## config.mk

```make
export PLATFORM = sky130hd
export DESIGN_NAME = muxn_pipe_flat
export DESIGN_NICKNAME = d
export VERILOG_FILES = /design/src/rtl/muxn_pipe_if.sv /design/src/rtl/muxn_pipe.sv /design/src/flat_wrapper.sv
export SDC_FILE = /design/constraint.sdc
export NUM_CORES = 1
export LEC_CHECK = 0
export ABC_AREA = 0
export BUFFER_PORTS_ARGS = -buffer_cell sky130_fd_sc_hd__buf_2
export CAP_MARGIN = 30
export CORE_AREA = 2 2 136 138
export DETAILED_ROUTE_END_ITERATION = 16
export DIE_AREA = 0 0 138 140
export SLEW_MARGIN = 10
export SYNTH_ARGS = -nofsm -noshare
export SYNTH_HDL_FRONTEND = slang
export SYNTH_SLANG_ARGS = --single-unit
export TNS_END_PERCENT = 5
```

## constraint.sdc

```tcl
create_clock -name clk -period 1.6 [get_ports clk]
set_input_delay 0.32 -clock clk [delete_from_list [all_inputs] [get_ports clk]]
set_output_delay 0.32 -clock clk [all_outputs]
set_load 0.02 [all_outputs]
```

## src/rtl/muxn_pipe_if.sv

```systemverilog
// Handshake and data bundle for muxn_pipe: upstream offer, registered output, status.
// master = the side driving inputs/out_ready; slave = the mux itself.
interface muxn_pipe_if #(
  parameter int unsigned WIDTH = 64,
  parameter int unsigned N     = 4,
  parameter int unsigned CNTW  = 16
);
  localparam int unsigned SELW = (N > 2) ? $clog2(N) : 1;

  logic [N*WIDTH-1:0] in_data;
  logic [SELW-1:0]    sel;
  logic               in_valid;
  logic               in_ready;
  logic               flush;
  logic [WIDTH-1:0]   out_data;
  logic [SELW-1:0]    out_sel;
  logic               out_valid;
  logic               out_ready;
  logic               sel_err;
  logic [CNTW-1:0]    xfer_cnt;

  modport master (
    output in_data, sel, in_valid, flush, out_ready,
    input  in_ready, out_data, out_sel, out_valid, sel_err, xfer_cnt
  );

  modport slave (
    input  in_data, sel, in_valid, flush, out_ready,
    output in_ready, out_data, out_sel, out_valid, sel_err, xfer_cnt
  );
endinterface

```

## src/rtl/muxn_pipe.sv

```systemverilog
// N:1 WIDTH-bit mux with a registered output stage, valid/ready handshake,
// flush, sticky out-of-range select flag and completed-transfer counter.
module muxn_pipe #(
  parameter int unsigned WIDTH = 64,
  parameter int unsigned N     = 4,
  parameter int unsigned CNTW  = 16
) (
  input logic        clk,
  input logic        reset,
  muxn_pipe_if.slave bus
);
  localparam int unsigned SELW = (N > 2) ? $clog2(N) : 1;

  logic [WIDTH-1:0] out_data_q, out_data_d;
  logic [SELW-1:0]  out_sel_q, out_sel_d;
  logic             out_valid_q, out_valid_d;
  logic             sel_err_q, sel_err_d;
  logic [CNTW-1:0]  xfer_cnt_q, xfer_cnt_d;

  logic             in_ready_c;
  logic             accept_c;
  logic             xfer_c;
  logic             sel_oob_c;
  logic [WIDTH-1:0] mux_c;

  // Constant-index lane select: unselected lanes never reach mux_c.
  always_comb begin
    mux_c = '0;
    for (int k = 0; k < int'(N); k++) begin
      if (bus.sel == SELW'(k)) mux_c = bus.in_data[k*WIDTH +: WIDTH];
    end
    sel_oob_c = 32'(bus.sel) >= N;
  end

  always_comb begin
    in_ready_c  = !reset && !bus.flush && (!out_valid_q || bus.out_ready);
    accept_c    = bus.in_valid && in_ready_c;
    xfer_c      = out_valid_q && bus.out_ready && !bus.flush;

    out_data_d  = out_data_q;
    out_sel_d   = out_sel_q;
    out_valid_d = out_valid_q;
    sel_err_d   = sel_err_q;
    xfer_cnt_d  = xfer_cnt_q;

    if (bus.flush) begin
      out_valid_d = 1'b0;
    end else begin
      if (xfer_c) begin
        out_valid_d = 1'b0;
        xfer_cnt_d  = xfer_cnt_q + CNTW'(1);
      end
      // An accept in the same cycle as a transfer replaces the departing item.
      if (accept_c) begin
        out_data_d  = mux_c;
        out_sel_d   = bus.sel;
        out_valid_d = 1'b1;
        if (sel_oob_c) sel_err_d = 1'b1;
      end
    end
  end

  always_ff @(posedge clk) begin
    if (reset) begin
      out_data_q  <= '0;
      out_sel_q   <= '0;
      out_valid_q <= 1'b0;
      sel_err_q   <= 1'b0;
      xfer_cnt_q  <= '0;
    end else begin
      out_data_q  <= out_data_d;
      out_sel_q   <= out_sel_d;
      out_valid_q <= out_valid_d;
      sel_err_q   <= sel_err_d;
      xfer_cnt_q  <= xfer_cnt_d;
    end
  end

  assign bus.in_ready  = in_ready_c;
  assign bus.out_data  = out_data_q;
  assign bus.out_sel   = out_sel_q;
  assign bus.out_valid = out_valid_q;
  assign bus.sel_err   = sel_err_q;
  assign bus.xfer_cnt  = xfer_cnt_q;
endmodule
```

## src/flat_wrapper.sv

```systemverilog
// flat-port wrapper written by rule: the top's interface ports become plain ports
module muxn_pipe_flat 
#(
  parameter int unsigned WIDTH = 64,
  parameter int unsigned N     = 4,
  parameter int unsigned CNTW  = 16
)
  (clk, reset, bus_in_data, bus_sel, bus_in_valid, bus_flush, bus_out_ready, bus_in_ready, bus_out_data, bus_out_sel, bus_out_valid, bus_sel_err, bus_xfer_cnt);
  muxn_pipe_if #(.WIDTH(WIDTH), .N(N), .CNTW(CNTW)) bus_i ();
  input logic clk;
  input logic reset;
  input wire logic [$bits(bus_i.in_data)-1:0] bus_in_data;
  input wire logic [$bits(bus_i.sel)-1:0] bus_sel;
  input wire logic [$bits(bus_i.in_valid)-1:0] bus_in_valid;
  input wire logic [$bits(bus_i.flush)-1:0] bus_flush;
  input wire logic [$bits(bus_i.out_ready)-1:0] bus_out_ready;
  output wire logic [$bits(bus_i.in_ready)-1:0] bus_in_ready;
  output wire logic [$bits(bus_i.out_data)-1:0] bus_out_data;
  output wire logic [$bits(bus_i.out_sel)-1:0] bus_out_sel;
  output wire logic [$bits(bus_i.out_valid)-1:0] bus_out_valid;
  output wire logic [$bits(bus_i.sel_err)-1:0] bus_sel_err;
  output wire logic [$bits(bus_i.xfer_cnt)-1:0] bus_xfer_cnt;
  assign bus_i.in_data = bus_in_data;
  assign bus_i.sel = bus_sel;
  assign bus_i.in_valid = bus_in_valid;
  assign bus_i.flush = bus_flush;
  assign bus_i.out_ready = bus_out_ready;
  assign bus_in_ready = bus_i.in_ready;
  assign bus_out_data = bus_i.out_data;
  assign bus_out_sel = bus_i.out_sel;
  assign bus_out_valid = bus_i.out_valid;
  assign bus_sel_err = bus_i.sel_err;
  assign bus_xfer_cnt = bus_i.xfer_cnt;
  muxn_pipe #(.WIDTH(WIDTH), .N(N), .CNTW(CNTW)) u_core (.clk(clk), .reset(reset), .bus(bus_i));
endmodule
```

After elaboration in Yosys (flattened, before gate mapping):

Cells that the tools add are included.

* bits of input ports: 263
* output and inout port bits: 85
* logic and storage cells: 29
* bits in registers: 83

* eq/ne operators: 3
* reductions and logical operators: 14
* add/subtract/negate cells: 1
* bitwise gates (word level): 1
* muxes and demuxes: 6

Operators by type and width (count)
* 64-bit two-way mux: 4
* 16-bit by 1-bit adder with 16-bit output, second input constant: 1
* 1-bit logical AND: 5
* 2-bit equality test, second input constant: 2
* 2-bit AND reduction: 2
* 1-bit logical NOT: 3
* 2-bit by 1-bit equality test with 1-bit output, second input constant: 1
* 2-bit logical NOT: 1
* 1-bit two-way mux: 2
* 2-bit nonzero test: 1
* 2-bit OR reduction: 1
* 1-bit logical OR: 1
* 1-bit inverter: 1

Depth between registers and ports, before layout:

Gate-level depths: netlist of the first run.

* depth after elaboration: 5
* gate-level depth with buffers: 6
* gate-level depth less buffers: 5

Worst setup path after synthesis of the first run:

OpenSTA, ideal clock, no wires.

* path kind: flip-flop to flip-flop
* from: reg u_core.xfer_cnt_q[0], in the netlist u_core.bus.xfer_cnt[0]
* to: reg u_core.xfer_cnt_q[14], in the netlist u_core.bus.xfer_cnt[14]
* clock period less this slack: 1.699 ns
* path slack: -0.099 ns
* data arrival time: 1.628 ns
* required time: 1.530 ns
* buffers on the path: 0
* stages on the path, launching flop included: 6
* setup time: 0.070 ns
* cells stage by stage: dfxtp_1 > ha_1 > and3_1 > nand2_1 > or4_1 > a21oi_1

* longest elaborated chain between the ends: 1

RTL lines
* start: declaration: line muxn_pipe.sv:18 `logic [CNTW-1:0] xfer_cnt_q, xfer_cnt_d;`
* start signal: assignment: line muxn_pipe.sv:75 `xfer_cnt_q <= xfer_cnt_d;`
* 16-bit by 1-bit adder with 16-bit output: line muxn_pipe.sv:51 `xfer_cnt_d = xfer_cnt_q + CNTW'(1);`

Every way passes these cells.
A chain may end at the register's enable or synchronous reset.

Final worst setup path of the first run:

* from: reg u_core.out_valid_q, in the netlist u_core.bus.out_valid
* to: reg u_core.out_data_q[59], in the netlist u_core.bus.out_data[59]

* longest elaborated chain between the ends: 5

RTL lines
* start: declaration: line muxn_pipe.sv:16 `logic out_valid_q, out_valid_d;`
* start signal: assignment: line muxn_pipe.sv:73 `out_valid_q <= out_valid_d;`
* 1-bit logical NOT: line muxn_pipe.sv:36 `in_ready_c = !reset && !bus.flush && (!out_valid_q || bus.out_ready);`
* 1-bit logical OR: line muxn_pipe.sv:36
* 1-bit logical AND: line muxn_pipe.sv:36
* 1-bit logical AND: line muxn_pipe.sv:37 `accept_c = bus.in_valid && in_ready_c;`
* 2-bit AND reduction (no source line)
* end signal: assignment: line muxn_pipe.sv:71 `out_data_q <= out_data_d;`
* end: declaration: line muxn_pipe.sv:14 `logic [WIDTH-1:0] out_data_q, out_data_d;`

Every way passes these cells.

==> results of run 1 <==
state kept, by name, indices dropped and copies added, names as in the netlist:
register              flops
u_core.bus.out_sel        2
u_core.bus.out_data      64
u_core.bus.xfer_cnt      16
u_core.bus.out_valid      1
metal layers:
layer,global-route usage,up-vias
met4,0.0467,0
met1,0.210,2357
met2,0.288,211
met5,0,-
met3,0.0397,19
li1,-,2354
critical path: cells and delay by family (launching register included):
| kind | cells | cell delay (ps) |
|---|---|---|
| AOI/OAI and AO/OA | 1 | 60 |
| buffers and inverters | 1 | 220 |
| DFF | 1 | 320 |
| and+or+nand+nor | 3 | 820 |
stage by stage:
| stage | TNS, ps | worst slack (ps) | area [sq um] | util | total power, mW |
|---|---|---|---|---|---|
| 4_1_cts | 0 | 2.29 | 7060 | 0.397 | 5.47 |
| 3_5_place_dp | -8330 | -169 | 6720 | 0.378 | 3.31 |
| 2_1_floorplan | -26.6 | -13.3 | 4550 | - | 2.78 |
| 3_3_place_gp | -7530 | -148 | 6720 | 0.378 | 3.29 |
| 5_1_grt | -141 | -13.0 | 7260 | 0.409 | 5.70 |
| 6_report | 0 | 17.8 | 7260 | 0.409 | 5.43 |
placed cells by master (no fill, tap or decap), types with 2 or more instances in the layout:
cell type | Yosys | routed
buf_2 | 17 | 344
nand2_1 | 136 | 128
dfxtp_1 | 83 | 78
a21oi_1 | 72 | 71
mux4_2 | 64 | 64
buf_4 | 3 | 25
clkbuf_16 | 0 | 14
nor2_1 | 11 | 11
nand2_2 | 0 | 8
xor2_1 | 8 | 8
buf_12 | 0 | 8
nand3_1 | 5 | 5
dfxtp_2 | 0 | 5
o31ai_1 | 4 | 4
or4_1 | 4 | 4
nand4_1 | 4 | 4
or4b_4 | 0 | 2
o21ai_0 | 2 | 2
clkinvlp_4 | 0 | 2
clkbuf_1 | 16 | 2
buf_6 | 0 | 2
final cells by class:
class	count	share of cell area
diodes	1	0.000345
clock buffers	12	0.0339
clock inverters	4	0.00689
inverters	1	0.000517
multi-input cells	328	0.380
flip-flops and latches	83	0.230
well taps	229	0.0394
repair buffers	385	0.309
where the power goes:
part / leakage (nW) / internal [mW] / switching, mW
Combinational: 2.52 / 0.645 / 0.510
Clock: 0.139 / 1.25 / 0.865
Sequential: 0.675 / 2.13 / 0.0320
kinds of logic after synthesis:
| family | synth area share |
|---|---|
| AOI/OAI and AO/OA | 0.0882 |
| DFF | 0.366 |
| xor gates and xnor gates | 0.0174 |
| buffers and inverters | 0.0402 |
| and+or+nand+nor | 0.165 |
| muxes | 0.320 |
| adders and majority gates | 0.00275 |
| other | 0.000826 |
synth_stat cells:
cell type | count | area share
or3_2 | 1 | 0.0017
ha_1 | 1 | 0.0028
clkbuf_1 | 16 | 0.013
and4_4 | 1 | 0.0025
a21oi_1 | 72 | 0.079
buf_1 | 3 | 0.0025
and3_2 | 1 | 0.0017
o21ai_0 | 2 | 0.0022
nor2b_1 | 1 | 0.0014
nand2_1 | 136 | 0.11
buf_4 | 3 | 0.0050
mux4_2 | 64 | 0.32
dfxtp_1 | 83 | 0.37
nor4b_2 | 1 | 0.0033
nor3_1 | 2 | 0.0022
xor2_1 | 8 | 0.015
nor2_1 | 11 | 0.0091
or4b_1 | 1 | 0.0022
nand3_1 | 5 | 0.0055
or4_1 | 4 | 0.0066
buf_2 | 17 | 0.019
and3_1 | 1 | 0.0014
xnor2_1 | 1 | 0.0019
nand4_4 | 1 | 0.0047
and4_1 | 1 | 0.0019
or3_1 | 1 | 0.0014
inv_1 | 1 | 0.00083
mux2i_1 | 1 | 0.0022
nand4_1 | 4 | 0.0055
and3b_1 | 1 | 0.0019
o31ai_1 | 4 | 0.0066
conb_1 | 1 | 0.00083
worst max path at each step:
| stage | startpoint | endpoint | depth (start not counted) |
|---|---|---|---|
| detailed placement | bus_flush | u_core.bus.out_data[12] | 5 |
| floorplan | u_core.bus.xfer_cnt[6] | u_core.bus.xfer_cnt[13] | 4 |
| finish | u_core.bus.out_valid | u_core.bus.out_data[59] | 5 |
| global route | u_core.bus.out_valid | u_core.bus.out_data[42] | 5 |
| global placement | bus_flush | u_core.bus.out_data[25] | 5 |
| CTS | u_core.bus.out_valid | u_core.bus.out_data[44] | 5 |
what timing repair did:
item / CTS / global route
buffers inserted: 0 / 1
endpoints found under the setup margin: 66 / 71
pin swaps: 1 / 2
gates resized for setup: 5 / 14
gates cloned: 1 / 7
==> run summary, run 1 <==
===============================================================================
Hold Path Stages                                                              3
Largest stage delay, worst path                                          610 ps
Final period demand of the worst path                                   1580 ps
Share of cells above drive strength 1                                     0.599
Buffer type at the clock tree root                                    clkbuf_16
First-pass GRT wire length                                              25.8 mm
Relative area change from synthesis to final layout                       59.9%
FF/Latch Area                                                        1670 sq um
Final weighted congestion of routability-driven global placement          0.791
Final Hold Slack                                                         387 ps
Highest ir drop seen on vdd                                          0.000528 V
Count of pins on the block boundary                                         348
Multi-input gate area                                                2760 sq um
CTS hold repair buffers                                                       0
Worst clock skew                                                        11.3 ps
Per-cell via count in the routed design                                    4.74
Met1 wire length                                                        7.28 mm
Result of the run                                                  finished clean
IO buf count                                                                346
Final worst-path cycle share                                              0.989
Worst endpoint data arrival time                                        1760 ps
Seq cells post-synth                                                         83
Critical path class                                                flop to flop
Sequential-to-total area share from yosys stat                            0.366
Half-perimeter wire length after placement                              13.0 mm
Height of the die                                                        140 um
Cells along the critical path                                      nor2b_4 -> or4b_4 -> clkbuf_16 -> nand2_1 -> a21oi_1
Number of max-slew violations in the final report                             0
Die Footprint                                                       19300 sq um
Clock H-tree levels                                                           3
Number of cells in the design after placement                              1017
Sink of the worst hold path                                        u_core.bus.out_valid
Filler cell count in the final layout                                      1787
Max-cap check violation count                                                 0
Normalized max-slew margin                                                0.374
DRC violations left                                                           0
Netlist area before placement                                        4540 sq um
Grt total ovfl                                                                0
Detail-routed net length per standard cell                              17.1 um
Initial standard-cell utilization of the core                             0.255
Slew of the pin with the lowest slew margin                              939 ps
Leak Pwr                                                                3.33 nW
Slowest stage cell on the critical path                                  or4b_4
RSZ-0062 raised after global routing                                       true
Final cell count without fillers                                           1043
Total length of routed met3 wires                                       1.29 mm
Latest clock arrival within the worst-skew pair                          340 ps
TritonCTS clock tree                                                        yes
Clock buffer depth                                                            2
Post-Synthesis Mean Instance Area                                    10.1 sq um
Post-synthesis cell count                                                   450
Net count, final                                                           1072
Reg2reg path depth                                                            5
Initial antenna violation count                                               1
1st-iter DRT viols                                                          203
Number of routed nets with antenna violations                                 0
Number of iterations in the first detailed-routing pass                       4
GRT Resource Usage Total                                                  0.167
TritonCTS buffer count                                                        9
Total setup violations reported at the end of the flow                        0
CP max FO                                                                    10
Critical register-to-register path endpoint                        u_core.bus.out_data[59]
Number of hold violations in the final report                                 0
Core Box Area                                                       17800 sq um
Worst r2r src                                                      u_core.bus.out_valid
Top layer in use                                                           met4
Register-to-register path setup slack                                     20 ps
Worst hold-check path type                                         primary input to flop
Number of global-route vias before repair                                  4773
Worst min-delay path startpoint                                       bus_flush
Nature of the critical path startpoint                                     flop
Critical Path RT                                                        1780 ps
Critical path endpoint category                                            flop
Met2 wire len                                                           8.96 mm
Die X-Extent                                                             138 um
Power density normalized to cell area                               748 nW/um^2
Cell variety after synth                                                     32
Syn nets                                                                    714
Largest net degree at the start of global routing                            84
Clk pin slew, worst setup/hold paths                                      70 ps
Total number of vias                                                       4941
Fmax achieved                                                           632 MHz
Synthesis warning total                                                       0
Drt total wl                                                            17.8 mm
Sink count of the clock tree                                                 83
Row count                                                                    49
===============================================================================
Note: power is estimated with default switching activity, not from simulation.
==> run 2: changes to the inputs <==
--- a/config.mk
+++ b/config.mk
@@ -11,6 +11,7 @@
 export CORE_AREA = 2 2 136 138
 export DETAILED_ROUTE_END_ITERATION = 16
 export DIE_AREA = 0 0 138 140
+export PLACE_DENSITY = 0.64
 export SLEW_MARGIN = 10
 export SYNTH_ARGS = -nofsm -noshare
 export SYNTH_HDL_FRONTEND = slang
==> run summary, run 2 (synthesized netlist as in run 1, its figures left out) <==
===============================================================================
Initial antenna violation count                                               2   +1
Final weighted congestion of routability-driven global placement          0.831   +5.1%
Layer with the highest usage                                               met2
Clock buffer depth                                                            2   unchanged
Result of the run                                                  finished clean
Number of flip-flops in the largest register                                 64   unchanged
Met3 usage in global routing                                             0.0434   +0.00376
Final total power                                                       5.61 mW   +3.2%
Register-to-register path setup slack                                     40 ps   +20 ps
Half-perimeter wire length after placement                              13.3 mm   +2.0%
Max-cap check violation count                                                 0   unchanged
Total setup violations reported at the end of the flow                        0   unchanged
Met1 GRT Util                                                             0.197   -0.0125
Normalized max-slew margin                                                0.610   +0.236
Clk pin slew, worst setup/hold paths                                      70 ps   about the same
Die X-Extent                                                             138 um   unchanged
1st-iter DRT viols                                                          249   +23%
Startpoint of the worst setup timing path                          u_core.bus.out_valid
Worst min-delay path startpoint                                       bus_flush
Share of cells above drive strength 1                                     0.618   +0.0186
Height of the die                                                        140 um   unchanged
Met2 Usage GRT                                                            0.289   +0.00104
TritonCTS buffer count                                                        9   unchanged
Largest net degree at the start of global routing                            48   -43%
Row count                                                                    49   unchanged
Number of routed nets with antenna violations                                 0   unchanged
DRC violations left                                                           0   unchanged
GRT Resource Usage Total                                                  0.166   -0.000989
Critical Path RT                                                        1870 ps   +90 ps
Worst clock skew                                                        8.52 ps   -2.83 ps
Final period demand of the worst path                                   1560 ps   -20.1 ps
Number of global-route vias before repair                                  4866   +1.9%
Final Hold Slack                                                         324 ps   -62.6 ps
Cell area after layout                                               7290 sq um   +0.33%
Number of iterations in the first detailed-routing pass                       4   unchanged
Worst endpoint data arrival time                                        1830 ps   +70 ps
Nature of the critical path startpoint                                     flop
Buffer type at the clock tree root                                    clkbuf_16
Number of max-slew violations in the final report                             0   unchanged
Slew of the pin with the lowest slew margin                              585 ps   -354 ps
Clock H-tree levels                                                           3   unchanged
Leak Pwr                                                                3.30 nW   -0.79%
Count of pins on the block boundary                                         348   unchanged
First-pass GRT wire length                                              25.4 mm   -1.4%
Final worst-path cycle share                                              0.976   -0.0126
Setup Slack @ Placement                                                 -119 ps   +49.9 ps
Fmax achieved                                                           640 MHz   +1.3%
Power density normalized to cell area                               769 nW/um^2   +2.8%
Number of hold violations in the final report                                 0   unchanged
Per-cell via count in the routed design                                    4.78   +0.91%
Cells along the critical path                                      nor2b_4 -> buf_6 -> nor4b_4 -> buf_6 -> clkbuf_16 -> nand2_1 -> a21oi_2
Drt total wl                                                            17.8 mm   about the same
Placed cell areas                                                    6670 sq um   -0.86%
RSZ-0062 raised after global routing                                       true
Critical path class                                                flop to flop
Highest ir drop seen on vdd                                          0.000471 V   -11%
Worst r2r src                                                      u_core.bus.out_valid
Commonest non-fill, non-tap cell in the layout                            buf_2
Least setup slack across all paths after layout                         37.9 ps   +20.1 ps
Post-Route Utilization                                                    0.410   +0.00134
Sink count of the clock tree                                                 83   unchanged
Total number of vias                                                       4962   +0.43%
Slowest stage cell on the critical path                                 nor4b_4
Grt total ovfl                                                                0   unchanged
Commonest cells after routing, fill and taps aside                 buf_2, nand2_1, dfxtp_1
Relative area change from synthesis to final layout                       60.4%
Critical path endpoint category                                            flop
CTS hold repair buffers                                                       0   unchanged
Core Box Area                                                       17800 sq um   unchanged
Die Footprint                                                       19300 sq um   unchanged
TritonCTS clock tree                                                        yes
Latest clock arrival within the worst-skew pair                          340 ps   about the same
Net count, final                                                           1067   -0.47%
IO buf count                                                                346   unchanged
Initial standard-cell utilization of the core                             0.255   unchanged
Detail-routed net length per standard cell                              17.2 um   +0.50%
Worst path most repeated cell                                             buf_6
Largest stage delay, worst path                                          330 ps   -280 ps
CP max FO                                                                     8   -2
Worst hold-check path type                                         primary input to flop
===============================================================================
[run 2: what timing repair did]
item / CTS / global route
setup buffers: 0 / 2
endpoints found under the setup margin: 68 / 41
gates resized for setup: 5 / 31
gates cloned: 0 / 8
pin swaps: 0 / 6
[run 2: layout make-up]
class,count,area (sq um)
antenna,1,2.50
clock buffer,9,225
clock inverter,7,98.8
fill,1806,10500
inverter,1,3.75
multi-input combinational,327,2820
sequential,83,1670
tap,229,287
timing repair buffer,381,2180
[run 2: through the flow]
| stage | setup TNS, ps | instances |
|---|---|---|
| 3_5_place_dp | -6900 | 1011 |
| 6_report | 0 | 1038 |
| 5_1_grt | -897 | 1037 |
| 4_1_cts | 0 | 1027 |
| 3_3_place_gp | -6230 | 1011 |
| 2_1_floorplan | -26.6 | 450 |
[run 2: worst max-delay path, delay by kind of cell (launching register included)]
family,cells,cell delay (ps)
compound gates,1,110
buf+inv,3,530
flops,1,320
simple gates,3,520
[run 2: power by group]
part	leakage (nW)	switching (mW)	internal [mW]	total, mW
combinational	2.47	0.520	0.640	1.16
sequential	0.676	0.0313	2.13	2.16
clock	0.156	0.908	1.38	2.29
total	3.30	1.46	4.15	5.61
[run 2: final timing paths]
| check | endpoint | cells past startpoint |
|---|---|---|
| worst max-delay path | u_core.bus.out_data[3] | 7 |
| worst min-delay path | u_core.bus.out_valid | 3 |
| worst max register to register | u_core.bus.out_data[3] | 7 |
| worst min register to register | u_core.bus.out_data[56] | 2 |
[run 2: metal layers]
layer / up-vias / wire [um] / part of all wire
met5: - / 13 / 0.00073
met2: 188 / 9070 / 0.51
met1: 2401 / 7160 / 0.40
met4: 2 / 451 / 0.025
li1: 2344 / - / -
met3: 27 / 1150 / 0.065
